### src/rtl/wb_commit_if.sv
// Handshake and commit bundle between the execute stage, the LSU read port and the
// write-back/commit stage (slave side) feeding the register file and difftest bridge.
interface wb_commit_if #(
   parameter int XLEN  = 32,
   parameter int CNT_W = 32
);
   logic             in_valid;
   logic             in_ready;
   logic [XLEN-1:0]  in_next_pc;
   logic             in_gpr_wen;
   logic [4:0]       in_gpr_waddr;
   logic [XLEN-1:0]  in_alu_result;
   logic             in_is_load;
   logic [2:0]       in_load_funct3;
   logic [1:0]       in_addr_low;
   logic             in_csra_wen;
   logic             in_csrb_wen;
   logic [11:0]      in_csra_waddr;
   logic [11:0]      in_csrb_waddr;
   logic [XLEN-1:0]  in_csra_wdata;
   logic [XLEN-1:0]  in_csrb_wdata;
   logic             mem_rvalid;
   logic [XLEN-1:0]  mem_rdata;
   logic             mem_rready;
   logic             pc_wen;
   logic             csra_wen;
   logic             csrb_wen;
   logic             gpr_wen;
   logic [XLEN-1:0]  new_pc;
   logic [11:0]      CSR_waddra;
   logic [11:0]      CSR_waddrb;
   logic [XLEN-1:0]  new_CSRa;
   logic [XLEN-1:0]  new_CSRb;
   logic [4:0]       GPR_waddr;
   logic [XLEN-1:0]  new_GPR;
   logic [CNT_W-1:0] retire_cnt;

   modport slave (
      input  in_valid, in_next_pc, in_gpr_wen, in_gpr_waddr, in_alu_result, in_is_load,
             in_load_funct3, in_addr_low, in_csra_wen, in_csrb_wen, in_csra_waddr,
             in_csrb_waddr, in_csra_wdata, in_csrb_wdata, mem_rvalid, mem_rdata,
      output in_ready, mem_rready, pc_wen, csra_wen, csrb_wen, gpr_wen, new_pc,
             CSR_waddra, CSR_waddrb, new_CSRa, new_CSRb, GPR_waddr, new_GPR, retire_cnt
   );

   modport master (
      output in_valid, in_next_pc, in_gpr_wen, in_gpr_waddr, in_alu_result, in_is_load,
             in_load_funct3, in_addr_low, in_csra_wen, in_csrb_wen, in_csra_waddr,
             in_csrb_waddr, in_csra_wdata, in_csrb_wdata, mem_rvalid, mem_rdata,
      input  in_ready, mem_rready, pc_wen, csra_wen, csrb_wen, gpr_wen, new_pc,
             CSR_waddra, CSR_waddrb, new_CSRa, new_CSRb, GPR_waddr, new_GPR, retire_cnt
   );
endinterface

### src/rtl/wb_commit.sv
// Write-back/commit stage: accepts one retiring instruction, waits for load data when
// needed, and emits a registered one-cycle commit strobe set plus a retire counter.
module wb_commit #(
   parameter int XLEN  = 32,
   parameter int CNT_W = 32
) (
   input logic        clock,
   input logic        reset,
   wb_commit_if.slave bus
);

   typedef enum logic [1:0] {IDLE, WAIT_MEM, COMMIT} state_t;

   state_t           state;
   logic             in_ready_q;
   logic             mem_rready_q;
   logic             accept;

   // Instruction fields held across the wait for load data
   logic [XLEN-1:0]  hold_pc_p0;
   logic             hold_gpr_wen_p0;
   logic [4:0]       hold_gpr_waddr_p0;
   logic [2:0]       hold_funct3_p0;
   logic [1:0]       hold_addr_low_p0;
   logic             hold_csra_wen_p0;
   logic             hold_csrb_wen_p0;
   logic [11:0]      hold_csra_waddr_p0;
   logic [11:0]      hold_csrb_waddr_p0;
   logic [XLEN-1:0]  hold_csra_wdata_p0;
   logic [XLEN-1:0]  hold_csrb_wdata_p0;

   logic             commit_go;
   logic             from_mem;
   logic [XLEN-1:0]  c_pc;
   logic             c_gpr_wen;
   logic [4:0]       c_gpr_waddr;
   logic [XLEN-1:0]  c_gpr_data;
   logic             c_csra_wen;
   logic             c_csrb_wen;
   logic [11:0]      c_csra_waddr;
   logic [11:0]      c_csrb_waddr;
   logic [XLEN-1:0]  c_csra_wdata;
   logic [XLEN-1:0]  c_csrb_wdata;

   logic             pc_wen_p1;
   logic             gpr_wen_p1;
   logic             csra_wen_p1;
   logic             csrb_wen_p1;
   logic [XLEN-1:0]  new_pc_p1;
   logic [4:0]       gpr_waddr_p1;
   logic [XLEN-1:0]  new_gpr_p1;
   logic [11:0]      csra_waddr_p1;
   logic [11:0]      csrb_waddr_p1;
   logic [XLEN-1:0]  new_csra_p1;
   logic [XLEN-1:0]  new_csrb_p1;
   logic [CNT_W-1:0] retire_cnt_p1;

   function automatic logic [XLEN-1:0] load_extend(input logic [2:0]      funct3,
                                                   input logic [1:0]      addr_low,
                                                   input logic [XLEN-1:0] word);
      logic signed [7:0]  byte_s;
      logic signed [15:0] half_s;
      logic [XLEN-1:0]    res;
      byte_s = word[{addr_low, 3'b000} +: 8];
      half_s = addr_low[1] ? word[31:16] : word[15:0];
      case (funct3)
         3'd0:    res = {{(XLEN-8){byte_s[7]}}, byte_s};
         3'd1:    res = {{(XLEN-16){half_s[15]}}, half_s};
         3'd4:    res = {{(XLEN-8){1'b0}}, byte_s};
         3'd5:    res = {{(XLEN-16){1'b0}}, half_s};
         default: res = word;
      endcase
      return res;
   endfunction

   assign accept = bus.in_valid & in_ready_q;

   // A commit is sourced either straight from the execute stage (non-load accept)
   // or from the holding registers once the load beat arrives.
   always_comb begin
      from_mem     = (state == WAIT_MEM);
      commit_go    = from_mem ? bus.mem_rvalid : (accept & ~bus.in_is_load);
      c_pc         = from_mem ? hold_pc_p0         : bus.in_next_pc;
      c_gpr_wen    = from_mem ? hold_gpr_wen_p0    : bus.in_gpr_wen;
      c_gpr_waddr  = from_mem ? hold_gpr_waddr_p0  : bus.in_gpr_waddr;
      c_gpr_data   = from_mem ? load_extend(hold_funct3_p0, hold_addr_low_p0, bus.mem_rdata)
                              : bus.in_alu_result;
      c_csra_wen   = from_mem ? hold_csra_wen_p0   : bus.in_csra_wen;
      c_csrb_wen   = from_mem ? hold_csrb_wen_p0   : bus.in_csrb_wen;
      c_csra_waddr = from_mem ? hold_csra_waddr_p0 : bus.in_csra_waddr;
      c_csrb_waddr = from_mem ? hold_csrb_waddr_p0 : bus.in_csrb_waddr;
      c_csra_wdata = from_mem ? hold_csra_wdata_p0 : bus.in_csra_wdata;
      c_csrb_wdata = from_mem ? hold_csrb_wdata_p0 : bus.in_csrb_wdata;
   end

   always_ff @(posedge clock) begin
      if (accept) begin
         hold_pc_p0         <= bus.in_next_pc;
         hold_gpr_wen_p0    <= bus.in_gpr_wen;
         hold_gpr_waddr_p0  <= bus.in_gpr_waddr;
         hold_funct3_p0     <= bus.in_load_funct3;
         hold_addr_low_p0   <= bus.in_addr_low;
         hold_csra_wen_p0   <= bus.in_csra_wen;
         hold_csrb_wen_p0   <= bus.in_csrb_wen;
         hold_csra_waddr_p0 <= bus.in_csra_waddr;
         hold_csrb_waddr_p0 <= bus.in_csrb_waddr;
         hold_csra_wdata_p0 <= bus.in_csra_wdata;
         hold_csrb_wdata_p0 <= bus.in_csrb_wdata;
      end
   end

   // Commit register stage and FSM
   always_ff @(posedge clock) begin
      if (!reset) begin
         state         <= IDLE;
         in_ready_q    <= 1'b1;
         mem_rready_q  <= 1'b0;
         pc_wen_p1     <= 1'b0;
         gpr_wen_p1    <= 1'b0;
         csra_wen_p1   <= 1'b0;
         csrb_wen_p1   <= 1'b0;
         new_pc_p1     <= '0;
         gpr_waddr_p1  <= '0;
         new_gpr_p1    <= '0;
         csra_waddr_p1 <= '0;
         csrb_waddr_p1 <= '0;
         new_csra_p1   <= '0;
         new_csrb_p1   <= '0;
         retire_cnt_p1 <= '0;
      end else begin
         pc_wen_p1   <= commit_go;
         gpr_wen_p1  <= commit_go & c_gpr_wen & (c_gpr_waddr != 5'd0);
         // Same-address dual CSR write: port B wins
         csra_wen_p1 <= commit_go & c_csra_wen & ~(c_csrb_wen & (c_csra_waddr == c_csrb_waddr));
         csrb_wen_p1 <= commit_go & c_csrb_wen;
         if (commit_go) begin
            new_pc_p1     <= c_pc;
            gpr_waddr_p1  <= c_gpr_waddr;
            new_gpr_p1    <= c_gpr_data;
            csra_waddr_p1 <= c_csra_waddr;
            csrb_waddr_p1 <= c_csrb_waddr;
            new_csra_p1   <= c_csra_wdata;
            new_csrb_p1   <= c_csrb_wdata;
            retire_cnt_p1 <= retire_cnt_p1 + CNT_W'(1);
         end
         case (state)
            IDLE, COMMIT: begin
               if (accept && bus.in_is_load) begin
                  state        <= WAIT_MEM;
                  in_ready_q   <= 1'b0;
                  mem_rready_q <= 1'b1;
               end else if (accept) begin
                  state <= COMMIT;
               end else begin
                  state <= IDLE;
               end
            end
            WAIT_MEM: begin
               if (bus.mem_rvalid) begin
                  state        <= COMMIT;
                  in_ready_q   <= 1'b1;
                  mem_rready_q <= 1'b0;
               end
            end
            default: begin
               state        <= IDLE;
               in_ready_q   <= 1'b1;
               mem_rready_q <= 1'b0;
            end
         endcase
      end
   end

   assign bus.in_ready   = in_ready_q;
   assign bus.mem_rready = mem_rready_q;
   assign bus.pc_wen     = pc_wen_p1;
   assign bus.gpr_wen    = gpr_wen_p1;
   assign bus.csra_wen   = csra_wen_p1;
   assign bus.csrb_wen   = csrb_wen_p1;
   assign bus.new_pc     = new_pc_p1;
   assign bus.GPR_waddr  = gpr_waddr_p1;
   assign bus.new_GPR    = new_gpr_p1;
   assign bus.CSR_waddra = csra_waddr_p1;
   assign bus.CSR_waddrb = csrb_waddr_p1;
   assign bus.new_CSRa   = new_csra_p1;
   assign bus.new_CSRb   = new_csrb_p1;
   assign bus.retire_cnt = retire_cnt_p1;

endmodule
### src/flat_wrapper.sv
// flat-port wrapper written by rule: the top's interface ports become plain ports
module wb_commit_flat 
#(
   parameter int XLEN  = 32,
   parameter int CNT_W = 32
)
  (clock, reset, bus_in_valid, bus_in_next_pc, bus_in_gpr_wen, bus_in_gpr_waddr, bus_in_alu_result, bus_in_is_load, bus_in_load_funct3, bus_in_addr_low, bus_in_csra_wen, bus_in_csrb_wen, bus_in_csra_waddr, bus_in_csrb_waddr, bus_in_csra_wdata, bus_in_csrb_wdata, bus_mem_rvalid, bus_mem_rdata, bus_in_ready, bus_mem_rready, bus_pc_wen, bus_csra_wen, bus_csrb_wen, bus_gpr_wen, bus_new_pc, bus_CSR_waddra, bus_CSR_waddrb, bus_new_CSRa, bus_new_CSRb, bus_GPR_waddr, bus_new_GPR, bus_retire_cnt);
  wb_commit_if #(.XLEN(XLEN), .CNT_W(CNT_W)) bus_i ();
  input logic clock;
  input logic reset;
  input wire logic [$bits(bus_i.in_valid)-1:0] bus_in_valid;
  input wire logic [$bits(bus_i.in_next_pc)-1:0] bus_in_next_pc;
  input wire logic [$bits(bus_i.in_gpr_wen)-1:0] bus_in_gpr_wen;
  input wire logic [$bits(bus_i.in_gpr_waddr)-1:0] bus_in_gpr_waddr;
  input wire logic [$bits(bus_i.in_alu_result)-1:0] bus_in_alu_result;
  input wire logic [$bits(bus_i.in_is_load)-1:0] bus_in_is_load;
  input wire logic [$bits(bus_i.in_load_funct3)-1:0] bus_in_load_funct3;
  input wire logic [$bits(bus_i.in_addr_low)-1:0] bus_in_addr_low;
  input wire logic [$bits(bus_i.in_csra_wen)-1:0] bus_in_csra_wen;
  input wire logic [$bits(bus_i.in_csrb_wen)-1:0] bus_in_csrb_wen;
  input wire logic [$bits(bus_i.in_csra_waddr)-1:0] bus_in_csra_waddr;
  input wire logic [$bits(bus_i.in_csrb_waddr)-1:0] bus_in_csrb_waddr;
  input wire logic [$bits(bus_i.in_csra_wdata)-1:0] bus_in_csra_wdata;
  input wire logic [$bits(bus_i.in_csrb_wdata)-1:0] bus_in_csrb_wdata;
  input wire logic [$bits(bus_i.mem_rvalid)-1:0] bus_mem_rvalid;
  input wire logic [$bits(bus_i.mem_rdata)-1:0] bus_mem_rdata;
  output wire logic [$bits(bus_i.in_ready)-1:0] bus_in_ready;
  output wire logic [$bits(bus_i.mem_rready)-1:0] bus_mem_rready;
  output wire logic [$bits(bus_i.pc_wen)-1:0] bus_pc_wen;
  output wire logic [$bits(bus_i.csra_wen)-1:0] bus_csra_wen;
  output wire logic [$bits(bus_i.csrb_wen)-1:0] bus_csrb_wen;
  output wire logic [$bits(bus_i.gpr_wen)-1:0] bus_gpr_wen;
  output wire logic [$bits(bus_i.new_pc)-1:0] bus_new_pc;
  output wire logic [$bits(bus_i.CSR_waddra)-1:0] bus_CSR_waddra;
  output wire logic [$bits(bus_i.CSR_waddrb)-1:0] bus_CSR_waddrb;
  output wire logic [$bits(bus_i.new_CSRa)-1:0] bus_new_CSRa;
  output wire logic [$bits(bus_i.new_CSRb)-1:0] bus_new_CSRb;
  output wire logic [$bits(bus_i.GPR_waddr)-1:0] bus_GPR_waddr;
  output wire logic [$bits(bus_i.new_GPR)-1:0] bus_new_GPR;
  output wire logic [$bits(bus_i.retire_cnt)-1:0] bus_retire_cnt;
  assign bus_i.in_valid = bus_in_valid;
  assign bus_i.in_next_pc = bus_in_next_pc;
  assign bus_i.in_gpr_wen = bus_in_gpr_wen;
  assign bus_i.in_gpr_waddr = bus_in_gpr_waddr;
  assign bus_i.in_alu_result = bus_in_alu_result;
  assign bus_i.in_is_load = bus_in_is_load;
  assign bus_i.in_load_funct3 = bus_in_load_funct3;
  assign bus_i.in_addr_low = bus_in_addr_low;
  assign bus_i.in_csra_wen = bus_in_csra_wen;
  assign bus_i.in_csrb_wen = bus_in_csrb_wen;
  assign bus_i.in_csra_waddr = bus_in_csra_waddr;
  assign bus_i.in_csrb_waddr = bus_in_csrb_waddr;
  assign bus_i.in_csra_wdata = bus_in_csra_wdata;
  assign bus_i.in_csrb_wdata = bus_in_csrb_wdata;
  assign bus_i.mem_rvalid = bus_mem_rvalid;
  assign bus_i.mem_rdata = bus_mem_rdata;
  assign bus_in_ready = bus_i.in_ready;
  assign bus_mem_rready = bus_i.mem_rready;
  assign bus_pc_wen = bus_i.pc_wen;
  assign bus_csra_wen = bus_i.csra_wen;
  assign bus_csrb_wen = bus_i.csrb_wen;
  assign bus_gpr_wen = bus_i.gpr_wen;
  assign bus_new_pc = bus_i.new_pc;
  assign bus_CSR_waddra = bus_i.CSR_waddra;
  assign bus_CSR_waddrb = bus_i.CSR_waddrb;
  assign bus_new_CSRa = bus_i.new_CSRa;
  assign bus_new_CSRb = bus_i.new_CSRb;
  assign bus_GPR_waddr = bus_i.GPR_waddr;
  assign bus_new_GPR = bus_i.new_GPR;
  assign bus_retire_cnt = bus_i.retire_cnt;
  wb_commit #(.XLEN(XLEN), .CNT_W(CNT_W)) u_core (.clock(clock), .reset(reset), .bus(bus_i));
endmodule
### config.mk
export PLATFORM = sky130hd
export DESIGN_NAME = wb_commit_flat
export DESIGN_NICKNAME = d
export VERILOG_FILES = /design/src/rtl/wb_commit_if.sv /design/src/rtl/wb_commit.sv /design/src/flat_wrapper.sv
export SDC_FILE = /design/constraint.sdc
export NUM_CORES = 1
export LEC_CHECK = 0
export CORE_ASPECT_RATIO = 1.5
export CORE_MARGIN = 2
export CORE_UTILIZATION = 40
export DETAILED_ROUTE_END_ITERATION = 7
export MAX_ROUTING_LAYER = met4
export PLACE_DENSITY = 0.77
export RECOVER_POWER = 25
export SETUP_SLACK_MARGIN = 0.02
export SKIP_CTS_REPAIR_TIMING = 1
export SYNTH_ARGS = -nofsm -noshare
export SYNTH_HDL_FRONTEND = slang
export SYNTH_SLANG_ARGS = --single-unit
### constraint.sdc
create_clock -name clock -period 5.7 [get_ports clock]
set_clock_uncertainty 0.1 [all_clocks]
set_input_delay 1.425 -clock clock [delete_from_list [all_inputs] [get_ports clock]]
set_output_delay 1.425 -clock clock [all_outputs]
set_load 0.03 [all_outputs]
==> flow_summary.toml <==
[setup_path]
crit_type = "input port to flip-flop"
cp.arrival_ns = 3.89
crit_chain = "dlygate4sd3_1 -> nand2_1 -> o31ai_4 -> buf_12 -> nor2_1 -> a311oi_1"
cpPeakStageDelay_ns = 0.54
start_kind = "input port"
critPathMaxFanout = 220
end_kind = "flip-flop"
cp_data_required_time_ns = 6.08
cp_slowest_cell = "dlygate4sd3_1"

[synthesis]
ys.flop_type = "dfxtp_1"
synth.distinct_cells = 54
synth-seq-cells = 330
synth_edf_count = 133
yosysTopAreaCellShare_pct = 29.8
yosysWarnings = 0
avgSynthCellArea_um2 = 10.0
synth_area_leaders = "edfxtp_1 (30%), dfxtp_1 (29%), a311oi_1 (8.1%)"
yosys.area.top_type = "edfxtp_1"
seq_area_frac_synth_pct = 59.2
async_flop_share_pct = 0
netlist_instances = 1340
synthesis.nets = 1543
synth_area_um2 = 13400

[placed_design]
pre_cts_ws_ns = 1.67
dpl.cell_count = 2059
numPortBuffers = 396
gp_congestion = 0.892
place_area_um2 = 17600
dpl.hpwl_mm = 27.3

[clock_tree]
cts.sinks = 330
cts_root_buf = "clkbuf_16"
clk_path_buf_depth = 3
htreeDepth = 1
cts_buffers = 31
cts.reportedPaths.clkPinSlew_ns = 0.07
tritoncts = "yes"
clk_latency_ns = 0.58

[sta]
fin_hold_ws_ns = 0.368
max_freq_mhz = 285
tns_ns = 0
fin_ws_ns = 2.19
relSlewSlack_pct = 27.5
fin_crit_sh_pct = 61.7
setup_viol = 0
final_hold_viol_count = 0
worst_pin_slew_ns = 1.09
final.min_clock_period_ns = 3.51
final_max_slew_viol_count = 0
rsz0062_at_grt = "no"

[power]
leakagePower_nw = 6.59
switchingPower_mw = 1.58
peakVddDrop_v = 0.000222
power_frac_clock_pct = 35.5
total_power_mw = 5.80
p_seq_share_pct = 46.9
p_int_mw = 4.22
pwr-share-comb_pct = 17.5
swShare_pct = 27.3
power-per-cell-area_nw_per_um2 = 311

[floorplanning]
core-area_um2 = 33200
design.die.area_um2 = 35000
start_util_pct = 40.3
die_w_um = 154
die_y_um = 228
io_pins = 397
std_cell_rows = 82

[min_path]
hold_class = "flip-flop to flip-flop"

[drt]
drt_iter0_markers = 638
wl_per_cell_um = 19.0
drtAntennaViolNets = 0
viasPerCell = 5.50
wirelength_mm = 40.5
first_pass_iters = 5
via_count = 11700
drc_errors = 0

[finish]
final_cell_mix = "nand2_1 (288), clkdlybuf4s50_1 (260), dfxtp_1 (197), nor2_1 (159), dlygate4sd3_1 (135)"
fin_cells = 2134
layout-drive-gt1-share_pct = 5.54
final_common_cell = "nand2_1"
fin_nets = 1875
final_area_um2 = 18700
post-route-util_pct = 56.1
syn_to_final_growth_pct = 39.1

[global_route]
overflow = 0
antenna_found_initial = 18
grt_pass1_vias = 11600
grt_usage_pct = 22.7
grt_pass1_wl_mm = 62.9
grt_max_degree = 221

[flow_run]
cap_viol_max_count = 0

[status]
status = "finished, final reports clean"
synth_stat cells, types with 11 or more instances:
master    instances
xor2_1           15
nand2_1         288
nor2_1          159
nand4_1          12
o211ai_1         27
o21ai_0          22
inv_1            19
a21oi_1          62
a311oi_1        124
a31o_2           24
xnor2_1          21
dfxtp_1         197
clkbuf_1         80
edfxtp_1        133
nand3_1          11
a31oi_1          15
buf_2            22
state kept, by name, indices dropped and copies added (netlist names), 2 cells and up:
| register | count |
|---|---|
| u_core.bus.new_CSRa | 32 |
| u_core.bus.new_CSRb | 32 |
| u_core.bus.new_GPR | 32 |
| u_core.bus.new_pc | 32 |
| u_core.bus.retire_cnt | 32 |
| u_core.hold_csra_wdata_p0 | 32 |
| u_core.hold_csrb_wdata_p0 | 32 |
| u_core.hold_pc_p0 | 32 |
| u_core.bus.CSR_waddra | 12 |
| u_core.bus.CSR_waddrb | 12 |
| u_core.hold_csra_waddr_p0 | 12 |
| u_core.hold_csrb_waddr_p0 | 12 |
| u_core.bus.GPR_waddr | 5 |
| u_core.hold_gpr_waddr_p0 | 5 |
| u_core.hold_funct3_p0 | 3 |
| u_core.hold_addr_low_p0 | 2 |
| u_core.state | 2 |
per-layer routing:
metal	GRT usage, %	wire (um)	vias to the layer above
met5	-	0	-
met4	11.9	2220	0
met3	3.74	2400	118
met2	38.3	20500	477
met1	25.8	15400	5590
li1	-	-	5561
critical path, delay by kind of cell:
| family | cells | cell delay, ns |
|---|---|---|
| AND/OR/NAND/NOR | 2 | 0.31 |
| AO/OA/AOI/OAI | 2 | 0.73 |
| buffers and inverters | 2 | 1.07 |
power by group through the flow:
stage / clock network [mW] / registers [mW] / logic, mW
6_report: 2.06 / 2.72 / 1.02
3_3_place_gp: 0 / 2.77 / 1.02
2_1_floorplan: 0 / 2.97 / 0.357
3_5_place_dp: 0 / 2.77 / 1.04
4_1_cts: 2.11 / 2.72 / 1.04
5_1_grt: 2.20 / 2.74 / 1.09
layout make-up:
type	instances	area, um^2
Antenna cell	18	45.0
Sequential cell	330	7940
Timing Repair Buffer	409	4080
Tap cell	420	526
Fill cell	2892	14600
Clock buffer	46	923
Clock inverter	11	91.3
Multi-Input combinational cell	880	4970
Inverter	20	82.6
path summary, 6_finish.rpt:
kind / end / cells after the start / slack [ns] / startpoint
worst min-delay path: u_core.bus.new_GPR[7] / 2 / 0.37 / u_core.bus.new_GPR[7]
worst min register to register: u_core.bus.new_GPR[7] / 2 / 0.37 / u_core.bus.new_GPR[7]
worst max-delay path: u_core.bus.new_CSRb[29] / 6 / 2.19 / bus_in_valid
worst max register to register: u_core.bus.new_GPR[12] / 4 / 2.84 / u_core.hold_addr_low_p0[1]
cells by family (layout without fill, tap and decap cells):
logic type               Yosys count  in the layout  share of synthesized area [%]
buffers and inverters            130            486                           3.90
adder cells (fa/ha/maj)            1              1                         0.0933
other                              0             18                              0
XOR/XNOR                          36             36                           2.35
AND/OR/NAND/NOR                  523            523                           16.4
multiplexers                       6              6                          0.550
AO/OA/AOI/OAI                    314            314                           17.6
flip-flops                       330            330                           59.2
No activity file was read; power rests on OpenSTA's default activity.
